File: config.mk
export PLATFORM = sky130hd
export DESIGN_NAME = counter_bus_arb_flat
export DESIGN_NICKNAME = d
export VERILOG_FILES = /design/src/rtl/counter_bus_arb_if.sv /design/src/rtl/counter_bus_arb.sv /design/src/flat_wrapper.sv
export SDC_FILE = /design/constraint.sdc
export NUM_CORES = 1
export LEC_CHECK = 0
export CORE_MARGIN = 3
export CORE_UTILIZATION = 45
export CTS_BUF_LIST = sky130_fd_sc_hd__clkbuf_4 sky130_fd_sc_hd__clkbuf_8 sky130_fd_sc_hd__clkbuf_16
export DETAILED_ROUTE_END_ITERATION = 12
export DONT_BUFFER_PORTS = 1
export GPL_TIMING_DRIVEN = 1
export PLACE_DENSITY = 0.58
export SLEW_MARGIN = 0
export SYNTH_ARGS = -nofsm -noshare
export SYNTH_HDL_FRONTEND = slang
export SYNTH_SLANG_ARGS = --single-unit
File: constraint.sdc
create_clock -name i_sysclk -period 4.45 [get_ports i_sysclk]
set_input_delay 1.1125 -clock i_sysclk [delete_from_list [all_inputs] [get_ports i_sysclk]]
set_output_delay 1.1125 -clock i_sysclk [all_outputs]
set_load 0.01 [all_outputs]
File: src/rtl/counter_bus_arb_if.sv
// rtl/counter_bus_arb_if.sv - master-side and slave-side signals of the counter bus arbiter
interface counter_bus_arb_if #(
    parameter int DATA_W = 16,
    parameter int ADDR_W = 4
);
    logic              i_m0_req;
    logic              i_m0_wr;
    logic [ADDR_W-1:0] i_m0_addr;
    logic [DATA_W-1:0] i_m0_wdata;
    logic [DATA_W-1:0] o_m0_rdata;
    logic              o_m0_ack;
    logic              o_m0_err;

    logic              i_m1_req;
    logic              i_m1_wr;
    logic [ADDR_W-1:0] i_m1_addr;
    logic [DATA_W-1:0] i_m1_wdata;
    logic [DATA_W-1:0] o_m1_rdata;
    logic              o_m1_ack;
    logic              o_m1_err;

    logic              o_bus_select;
    logic              o_bus_wr;
    logic [ADDR_W-1:0] o_reg_addr;
    logic [DATA_W-1:0] o_bus_data;
    logic [DATA_W-1:0] i_bus_data;
    logic              i_bus_ack;

    logic              o_busy;
    logic              o_owner;

    // Arbiter side: takes master requests and the peripheral response.
    modport slave (
        input  i_m0_req, i_m0_wr, i_m0_addr, i_m0_wdata,
        output o_m0_rdata, o_m0_ack, o_m0_err,
        input  i_m1_req, i_m1_wr, i_m1_addr, i_m1_wdata,
        output o_m1_rdata, o_m1_ack, o_m1_err,
        output o_bus_select, o_bus_wr, o_reg_addr, o_bus_data,
        input  i_bus_data, i_bus_ack,
        output o_busy, o_owner
    );

    // Environment side: the two bus masters plus the counter peripheral.
    modport master (
        output i_m0_req, i_m0_wr, i_m0_addr, i_m0_wdata,
        input  o_m0_rdata, o_m0_ack, o_m0_err,
        output i_m1_req, i_m1_wr, i_m1_addr, i_m1_wdata,
        input  o_m1_rdata, o_m1_ack, o_m1_err,
        input  o_bus_select, o_bus_wr, o_reg_addr, o_bus_data,
        output i_bus_data, i_bus_ack,
        input  o_busy, o_owner
    );
endinterface

File: src/rtl/counter_bus_arb.sv
// rtl/counter_bus_arb.sv - two-master round-robin arbiter for the counter peripheral bus
module counter_bus_arb #(
    parameter int DATA_W  = 16,
    parameter int ADDR_W  = 4,
    parameter int TIMEOUT = 15,
    parameter int TO_W    = 4
) (
    input  logic             i_sysclk,
    input  logic             i_sysrst,
    counter_bus_arb_if.slave bus
);
    typedef enum logic [1:0] {
        IDLE = 2'd0,
        XFER = 2'd1,
        RESP = 2'd2
    } state_t;

    // Last XFER cycle index before the transfer is declared hung.
    localparam logic [TO_W-1:0] TO_LAST = TO_W'(TIMEOUT - 1);

    state_t            state, state_n;
    logic [TO_W-1:0]   cnt, cnt_n;
    logic              rr, rr_n;          // master that wins the next tie
    logic              owner, owner_n;
    logic              select, select_n;
    logic              wr, wr_n;
    logic [ADDR_W-1:0] addr, addr_n;
    logic [DATA_W-1:0] wdata, wdata_n;
    logic [DATA_W-1:0] rdata0, rdata0_n;
    logic [DATA_W-1:0] rdata1, rdata1_n;
    logic              ack0, ack0_n, ack1, ack1_n;
    logic              err0, err0_n, err1, err1_n;
    logic              grant;

    // Next-state and next-output logic: grant in IDLE, wait for ack or timeout in XFER.
    always_comb begin
        state_n  = state;
        cnt_n    = cnt;
        rr_n     = rr;
        owner_n  = owner;
        select_n = select;
        wr_n     = wr;
        addr_n   = addr;
        wdata_n  = wdata;
        rdata0_n = rdata0;
        rdata1_n = rdata1;
        ack0_n   = 1'b0;
        ack1_n   = 1'b0;
        err0_n   = 1'b0;
        err1_n   = 1'b0;
        grant    = 1'b0;
        case (state)
            IDLE: begin
                if (bus.i_m0_req || bus.i_m1_req) begin
                    grant    = (bus.i_m0_req && bus.i_m1_req) ? rr : bus.i_m1_req;
                    owner_n  = grant;
                    rr_n     = ~grant;
                    select_n = 1'b1;
                    cnt_n    = '0;
                    wr_n     = grant ? bus.i_m1_wr    : bus.i_m0_wr;
                    addr_n   = grant ? bus.i_m1_addr  : bus.i_m0_addr;
                    wdata_n  = grant ? bus.i_m1_wdata : bus.i_m0_wdata;
                    state_n  = XFER;
                end
            end
            XFER: begin
                // An ack in the final counted cycle still completes normally.
                if (bus.i_bus_ack && select) begin
                    select_n = 1'b0;
                    wr_n     = 1'b0;
                    state_n  = RESP;
                    if (owner) begin
                        rdata1_n = bus.i_bus_data;
                        ack1_n   = 1'b1;
                    end else begin
                        rdata0_n = bus.i_bus_data;
                        ack0_n   = 1'b1;
                    end
                end else if (cnt == TO_LAST) begin
                    select_n = 1'b0;
                    wr_n     = 1'b0;
                    state_n  = RESP;
                    if (owner) begin
                        rdata1_n = '0;
                        err1_n   = 1'b1;
                    end else begin
                        rdata0_n = '0;
                        err0_n   = 1'b1;
                    end
                end else begin
                    cnt_n = cnt + 1'b1;
                end
            end
            RESP: begin
                state_n = IDLE;
            end
            default: begin
                state_n = IDLE;
            end
        endcase
    end

    // State and output registers; reset drops any in-flight transfer silently.
    always_ff @(posedge i_sysclk or negedge i_sysrst) begin
        if (!i_sysrst) begin
            state  <= IDLE;
            cnt    <= '0;
            rr     <= 1'b0;
            owner  <= 1'b0;
            select <= 1'b0;
            wr     <= 1'b0;
            addr   <= '0;
            wdata  <= '0;
            rdata0 <= '0;
            rdata1 <= '0;
            ack0   <= 1'b0;
            ack1   <= 1'b0;
            err0   <= 1'b0;
            err1   <= 1'b0;
        end else begin
            state  <= state_n;
            cnt    <= cnt_n;
            rr     <= rr_n;
            owner  <= owner_n;
            select <= select_n;
            wr     <= wr_n;
            addr   <= addr_n;
            wdata  <= wdata_n;
            rdata0 <= rdata0_n;
            rdata1 <= rdata1_n;
            ack0   <= ack0_n;
            ack1   <= ack1_n;
            err0   <= err0_n;
            err1   <= err1_n;
        end
    end

    assign bus.o_bus_select = select;
    assign bus.o_bus_wr     = wr;
    assign bus.o_reg_addr   = addr;
    assign bus.o_bus_data   = wdata;
    assign bus.o_m0_rdata   = rdata0;
    assign bus.o_m1_rdata   = rdata1;
    assign bus.o_m0_ack     = ack0;
    assign bus.o_m1_ack     = ack1;
    assign bus.o_m0_err     = err0;
    assign bus.o_m1_err     = err1;
    assign bus.o_owner      = owner;
    assign bus.o_busy       = (state != IDLE);
endmodule

File: src/flat_wrapper.sv
// flat-port wrapper written by rule: the top's interface ports become plain ports
module counter_bus_arb_flat 
#(
    parameter int DATA_W  = 16,
    parameter int ADDR_W  = 4,
    parameter int TIMEOUT = 15,
    parameter int TO_W    = 4
)
  (i_sysclk, i_sysrst, bus_i_m0_req, bus_i_m0_wr, bus_i_m0_addr, bus_i_m0_wdata, bus_o_m0_rdata, bus_o_m0_ack, bus_o_m0_err, bus_i_m1_req, bus_i_m1_wr, bus_i_m1_addr, bus_i_m1_wdata, bus_o_m1_rdata, bus_o_m1_ack, bus_o_m1_err, bus_o_bus_select, bus_o_bus_wr, bus_o_reg_addr, bus_o_bus_data, bus_i_bus_data, bus_i_bus_ack, bus_o_busy, bus_o_owner);
  counter_bus_arb_if #(.DATA_W(DATA_W), .ADDR_W(ADDR_W)) bus_i ();
  input  logic i_sysclk;
  input  logic i_sysrst;
  input wire logic [$bits(bus_i.i_m0_req)-1:0] bus_i_m0_req;
  input wire logic [$bits(bus_i.i_m0_wr)-1:0] bus_i_m0_wr;
  input wire logic [$bits(bus_i.i_m0_addr)-1:0] bus_i_m0_addr;
  input wire logic [$bits(bus_i.i_m0_wdata)-1:0] bus_i_m0_wdata;
  output wire logic [$bits(bus_i.o_m0_rdata)-1:0] bus_o_m0_rdata;
  output wire logic [$bits(bus_i.o_m0_ack)-1:0] bus_o_m0_ack;
  output wire logic [$bits(bus_i.o_m0_err)-1:0] bus_o_m0_err;
  input wire logic [$bits(bus_i.i_m1_req)-1:0] bus_i_m1_req;
  input wire logic [$bits(bus_i.i_m1_wr)-1:0] bus_i_m1_wr;
  input wire logic [$bits(bus_i.i_m1_addr)-1:0] bus_i_m1_addr;
  input wire logic [$bits(bus_i.i_m1_wdata)-1:0] bus_i_m1_wdata;
  output wire logic [$bits(bus_i.o_m1_rdata)-1:0] bus_o_m1_rdata;
  output wire logic [$bits(bus_i.o_m1_ack)-1:0] bus_o_m1_ack;
  output wire logic [$bits(bus_i.o_m1_err)-1:0] bus_o_m1_err;
  output wire logic [$bits(bus_i.o_bus_select)-1:0] bus_o_bus_select;
  output wire logic [$bits(bus_i.o_bus_wr)-1:0] bus_o_bus_wr;
  output wire logic [$bits(bus_i.o_reg_addr)-1:0] bus_o_reg_addr;
  output wire logic [$bits(bus_i.o_bus_data)-1:0] bus_o_bus_data;
  input wire logic [$bits(bus_i.i_bus_data)-1:0] bus_i_bus_data;
  input wire logic [$bits(bus_i.i_bus_ack)-1:0] bus_i_bus_ack;
  output wire logic [$bits(bus_i.o_busy)-1:0] bus_o_busy;
  output wire logic [$bits(bus_i.o_owner)-1:0] bus_o_owner;
  assign bus_i.i_m0_req = bus_i_m0_req;
  assign bus_i.i_m0_wr = bus_i_m0_wr;
  assign bus_i.i_m0_addr = bus_i_m0_addr;
  assign bus_i.i_m0_wdata = bus_i_m0_wdata;
  assign bus_o_m0_rdata = bus_i.o_m0_rdata;
  assign bus_o_m0_ack = bus_i.o_m0_ack;
  assign bus_o_m0_err = bus_i.o_m0_err;
  assign bus_i.i_m1_req = bus_i_m1_req;
  assign bus_i.i_m1_wr = bus_i_m1_wr;
  assign bus_i.i_m1_addr = bus_i_m1_addr;
  assign bus_i.i_m1_wdata = bus_i_m1_wdata;
  assign bus_o_m1_rdata = bus_i.o_m1_rdata;
  assign bus_o_m1_ack = bus_i.o_m1_ack;
  assign bus_o_m1_err = bus_i.o_m1_err;
  assign bus_o_bus_select = bus_i.o_bus_select;
  assign bus_o_bus_wr = bus_i.o_bus_wr;
  assign bus_o_reg_addr = bus_i.o_reg_addr;
  assign bus_o_bus_data = bus_i.o_bus_data;
  assign bus_i.i_bus_data = bus_i_bus_data;
  assign bus_i.i_bus_ack = bus_i_bus_ack;
  assign bus_o_busy = bus_i.o_busy;
  assign bus_o_owner = bus_i.o_owner;
  counter_bus_arb #(.DATA_W(DATA_W), .ADDR_W(ADDR_W), .TIMEOUT(TIMEOUT), .TO_W(TO_W)) u_core (.i_sysclk(i_sysclk), .i_sysrst(i_sysrst), .bus(bus_i));
endmodule
### Word-level counts from Yosys, hierarchy flattened

Index checks and enable logic that the tools add are counted.

* memories kept: 0
* bits in latches: 0
* logic and storage cells: 74
* bits in writable memories: 0
* memory bits (read-only): 0
* bits in registers: 66

* shift operators: 0
* multipliers: 0
* eq/ne operators: 6
* $lt $le $gt $ge: 0
* add/subtract/negate cells: 1
* divide/modulo/power cells: 0
* bitwise operators: 2
* reductions and logical operators: 13
* multiplexer cells: 38

Operator list (count)
* 16-bit two-way mux: 9
* 1-bit two-way mux: 18
* 4-bit two-way mux: 4
* 3-bit AND reduction: 3
* 4-bit one-hot mux with 2 select lines: 1
* 2-bit two-way mux: 3
* 2-bit nonzero test: 3
* 4-bit by 1-bit adder with 4-bit output, second input constant: 1
* 4-bit equality test, second input constant: 1
* 2-bit inequality test, second input constant: 2
* 1-bit one-hot mux with 2 select lines: 2
* 2-bit one-hot mux with 2 select lines: 1
* 2-bit AND reduction: 2
* 4-bit AND reduction: 1
* 3-bit by 1-bit inequality test with 1-bit output, second input constant: 1
* 2-bit by 1-bit equality test with 1-bit output, second input constant: 1
* 1-bit logical AND: 2
* 2-bit logical NOT: 1
* 2-bit by 1-bit inequality test with 1-bit output, second input constant: 1
* 1-bit NOT: 2
* 1-bit logical OR: 1

### Longest topological paths before layout

* depth in word-level cells: 5
* mapped depth: 8
* depth with buffers taken out: 6

### Least setup slack after synthesis

OpenSTA, ideal clock, no wires.

* path type: input port to flip-flop
* from: in bus_i_bus_ack
* to: reg u_core.rdata0[10], in the netlist u_core.bus.o_m0_rdata[10]
* library setup time: 0.119 ns
* slack: 2.230 ns
* cell stages on the path: 7
* buffers on the path: 3
* arrival time: 2.101 ns
* path through: buf_2 > a32oi_1 > or3_1 > buf_2 > buf_6 > nand2_1 > o21ai_2

* cells in the longest elaborated chain, start to end: 3
* elaborated cells between the ends (all ways): 4
* classes of those cells: 1 x mux; 3 x reduce/logical

Ends and longest elaborated chain
* start: declaration: RTL line flat_wrapper.sv:32 `input wire logic [$bits(bus_i.i_bus_ack)-1:0] bus_i_bus_ack;`
* 1-bit logical AND *: RTL line counter_bus_arb.sv:68 `if (bus.i_bus_ack && select) begin`
* 2-bit nonzero test (no source line)
* 3-bit AND reduction (no source line)
* end signal: assignment: RTL line counter_bus_arb.sv:129 `rdata0 <= rdata0_n;`
* end: declaration: RTL line counter_bus_arb.sv:29 `logic [DATA_W-1:0] rdata0, rdata0_n;`

Mark *: on every way between the ends. The rest lies on a longest branch, timed or not.
A chain may end at the register's enable or synchronous reset.

### Worst setup path in the final report

* from: reg u_core.select, in the netlist u_core.bus.o_bus_select
* to: reg u_core.rdata0[11], in the netlist u_core.bus.o_m0_rdata[11]

* cells in the longest elaborated chain, start to end: 3
* elaborated cells between the ends (all ways): 4
* classes of those cells: 1 x mux; 3 x reduce/logical

Ends and longest elaborated chain
* start: declaration: RTL line counter_bus_arb.sv:25 `logic select, select_n;`
* start signal: assignment: RTL line counter_bus_arb.sv:125 `select <= select_n;`
* 1-bit logical AND *: RTL line counter_bus_arb.sv:68
* 2-bit nonzero test (no source line)
* 3-bit AND reduction (no source line)

Marks and branches as above.

==> results by group <==
Floorplan
  • Ports: about 120
  • DIE AREA: between 7000 and 8000 sq um
  • Placeable core area: approximately 6000 sq um
  • Die Wd: 85.7 um
  • # rows: 28
  • Die Ht: 85.7 um
  • Initial core utilization: 0.474

Clock tree
  • Clk sink count: 66
  • CTS tree: built
  • CTS Root Cell: clkbuf_8
  • H-tree levels: 3
  • Num CTS Buffers: 9
  • Setup repair bufs after CTS: 0
  • Clk buf depth: 2
  • Clk Latency, worst-skew pair: 0.33 ns
  • Cts hold-fix bufs: 0
  • PostCTS Resize Cnt: 0
  • Clk pin slew, worst setup/hold paths: roughly 0.070 ns

STA
  • Slew Limit Headroom: 0.247
  • Minimum clock period: roughly 2.5 ns
  • Final setup violation count: 0
  • Final worst path period share: 0.566
  • Worst hold slack: roughly 0.47 ns
  • Slew Limit Fails: 0
  • Worst-margin pin slew: about 1.1 ns
  • Setup TNS: 0 ns
  • Final Hold Fails: 0
  • FMAX: 397 MHz
  • Unrepaired setup endpoints after global routing: false
  • Worst clock skew: 0.00777 ns

Yosys
  • Post-synthesis sequential area ratio: 0.578
  • Syn Nets: around 320
  • Asr flop ratio synth: 1.00
  • Most frequent cells after synthesis: dfrtp_1 (66), and2_1 (21), inv_1 (21), nand3_1 (21), a221o_1 (20)
  • Warnings, synthesis: 0
  • Cell taking the most area after synthesis: dfrtp_1
  • Predominant post-synthesis flop cell: dfrtp_1
  • Post-synth EDFFs: 0
  • Cells after synthesis: 250
  • Mean post-synth cell area: roughly 11 sq um
  • Count leader, synth: dfrtp_1
  • Syn Std Cell Area: about 2900 sq um
  • Post-synthesis cell type count: 29
  • Top cells by area, synth: dfrtp_1 (58%), a221o_1 (7.0%), mux2i_1 (6.0%)
  • Area share of the largest cell type after synthesis: 0.578
  • Yosys reg bits: 66

Min path
  • Min-delay worst type: in -> async

Worst setup path
  • Critical path class: reg -> reg
  • FF-to-FF Start: u_core.bus.o_bus_select
  • Max FO, Critical Path: 30
  • Endpoint class of the critical path: register
  • CP endpoint: u_core.bus.o_m0_rdata[11]
  • Element type at the critical path start: register
  • Critical-path cell list: a32oi_1, or3_1, buf_4, o21ai_2
  • R2R Setup Slk: 1.93 ns
  • R2R cell count: 4
  • Worst Path Required: 4.67 ns
  • Critical Path Slowest Stage Cell: or3_1
  • Worst EP arrival: between 2 and 3 ns
  • Critical Path Max Stage Delay: 0.91 ns
  • R2r endpoint: u_core.bus.o_m0_rdata[11]
  • Critical Path Start: u_core.bus.o_bus_select

Placed design
  • Final GP Congestion: between 0.7 and 0.8
  • Port Buffer Count: 0
  • Final HPWL DP: 4040 um

Final layout
  • Antenna cells: 0
  • Fraction of layout cells with a size suffix above 1: 0.146
  • Fin nets: 314
  • Area grow syn2layout: 7.66%

Routing
  • First-pass detailed-route iteration total: 4
  • Post-Route WL: 5930 um
  • Initial DRC Count: 55
  • WL/cell: roughly 18 um
  • DRC: 0
  • Vias per cell: ~5.6
  • Number of routed nets with antenna violations: 0
  • DR vias: between 1,500 and 2,000

Global routing
  • Grt total ovfl: 0
  • Largest net degree at the start of global routing: 67
  • Met1 Use GR: 0.204
  • Grt met3 use: 0.0740
  • Initial antenna violation count: 0
  • Vias in the first global route: 1,841
  • Gr usage total: 0.166
  • First-pass GRT wire length: approximately 9300 um
  • GRT met2 Usage: 0.246
  • Top Usage Layer GRT: met2

Outcome
  • Status: finished, final reports clean

Power
  • Cell area power density: 734 nW/um^2
  • Leak: about 0.0014 uW
  • Highest ir drop seen on vdd: 0.318 mV

Run
  • Max Cap Viol: 0
## logic make-up (layout without fill, tap and decap cells)
family,count (synthesis),after routing,synth area share
muxes,17,17,0.0595
AOI/OAI and AO/OA,52,52,0.155
and+or+nand+nor,76,76,0.135
adders and majority gates,2,2,0.00875
DFF,66,66,0.578
buffers and inverters,37,41,0.0639
## power breakdown
part / total (uW) / switching, uW / internal [uW]
combinational: 581 / 304 / 278
clock: 497 / 214 / 283
sequential: 1180 / 324 / 856
total: 2260 / 842 / 1420
## state kept, by name (all words and copies together) (netlist names), 2 cells and up
register	count
u_core.cnt	4
u_core.state	2
u_core.bus.o_m1_rdata	16
u_core.bus.o_m0_rdata	16
u_core.bus.o_bus_data	16
u_core.bus.o_reg_addr	4
## critical path, delay by kind of cell (launching register included)
family / cells / cell delay [ns]
buffers and inverters: 1 / 0.28
AND/OR/NAND/NOR: 1 / 0.91
AO/OA/AOI/OAI: 2 / 0.52
flip-flops: 1 / 0.69
## through the flow
stage               instances  worst slack, ns  total power [uW]   util  cell area (sq um)
floorplan                 250             2.23              1650      -               2860
global placement          313             1.69              1780  0.479               2880
detailed placement        313             1.65              1790  0.479               2880
CTS                       329             1.91              2290  0.511               3080
global route              329             1.69              2430  0.511               3080
finish                    329             1.93              2260  0.511               3080
## layer usage
metal | vias to the layer above | share of wire
li1 | 866 | -
met1 | 868 | 0.42
met2 | 101 | 0.43
met3 | 10 | 0.12
met4 | 0 | 0.020
met5 | - | 0
## cell usage in the layout, fill, tap and decap left out, types with 2 or more instances in the layout
| cell | n |
|---|---|
| o21ai_2 | 15 |
| a221o_1 | 20 |
| clkinv_2 | 2 |
| dfrtp_1 | 66 |
| ha_1 | 2 |
| clkbuf_8 | 9 |
| o2bb2ai_1 | 2 |
| a21oi_1 | 2 |
| a21o_1 | 2 |
| nor2_1 | 6 |
| clkbuf_4 | 4 |
| and2_1 | 21 |
| inv_1 | 21 |
| nand2_1 | 19 |
| nor3_1 | 3 |
| o21ai_0 | 4 |
| buf_4 | 4 |
| nand2b_1 | 2 |
| nand3_1 | 21 |
| mux2i_1 | 17 |
| o21ai_1 | 2 |
## area by class of cell
class	count	area [sq um]
Tap cell	75	93.8
Fill cell	562	2950
Clock buffer	13	154
Clock inverter	3	40.0
Sequential cell	66	1650
Inverter	21	78.8
Timing Repair Buffer	4	30.0
Multi-Input combinational cell	147	1030
## worst min path at each step
stage | slack, ns | to | depth (start not counted) | start
finish | 0.47 | u_core.bus.o_m1_rdata[2] | 0 | i_sysrst
global route | 0.45 | u_core.bus.o_m1_rdata[2] | 0 | i_sysrst
CTS | 0.45 | u_core.bus.o_m1_rdata[15] | 0 | i_sysrst
detailed placement | 0.54 | u_core.bus.o_m0_rdata[2] | 2 | u_core.bus.o_m0_rdata[2]
global placement | 0.53 | u_core.rr | 1 | u_core.rr
floorplan | 0.49 | u_core.rr | 1 | u_core.rr
Note: power is estimated with default switching activity, not from simulation.
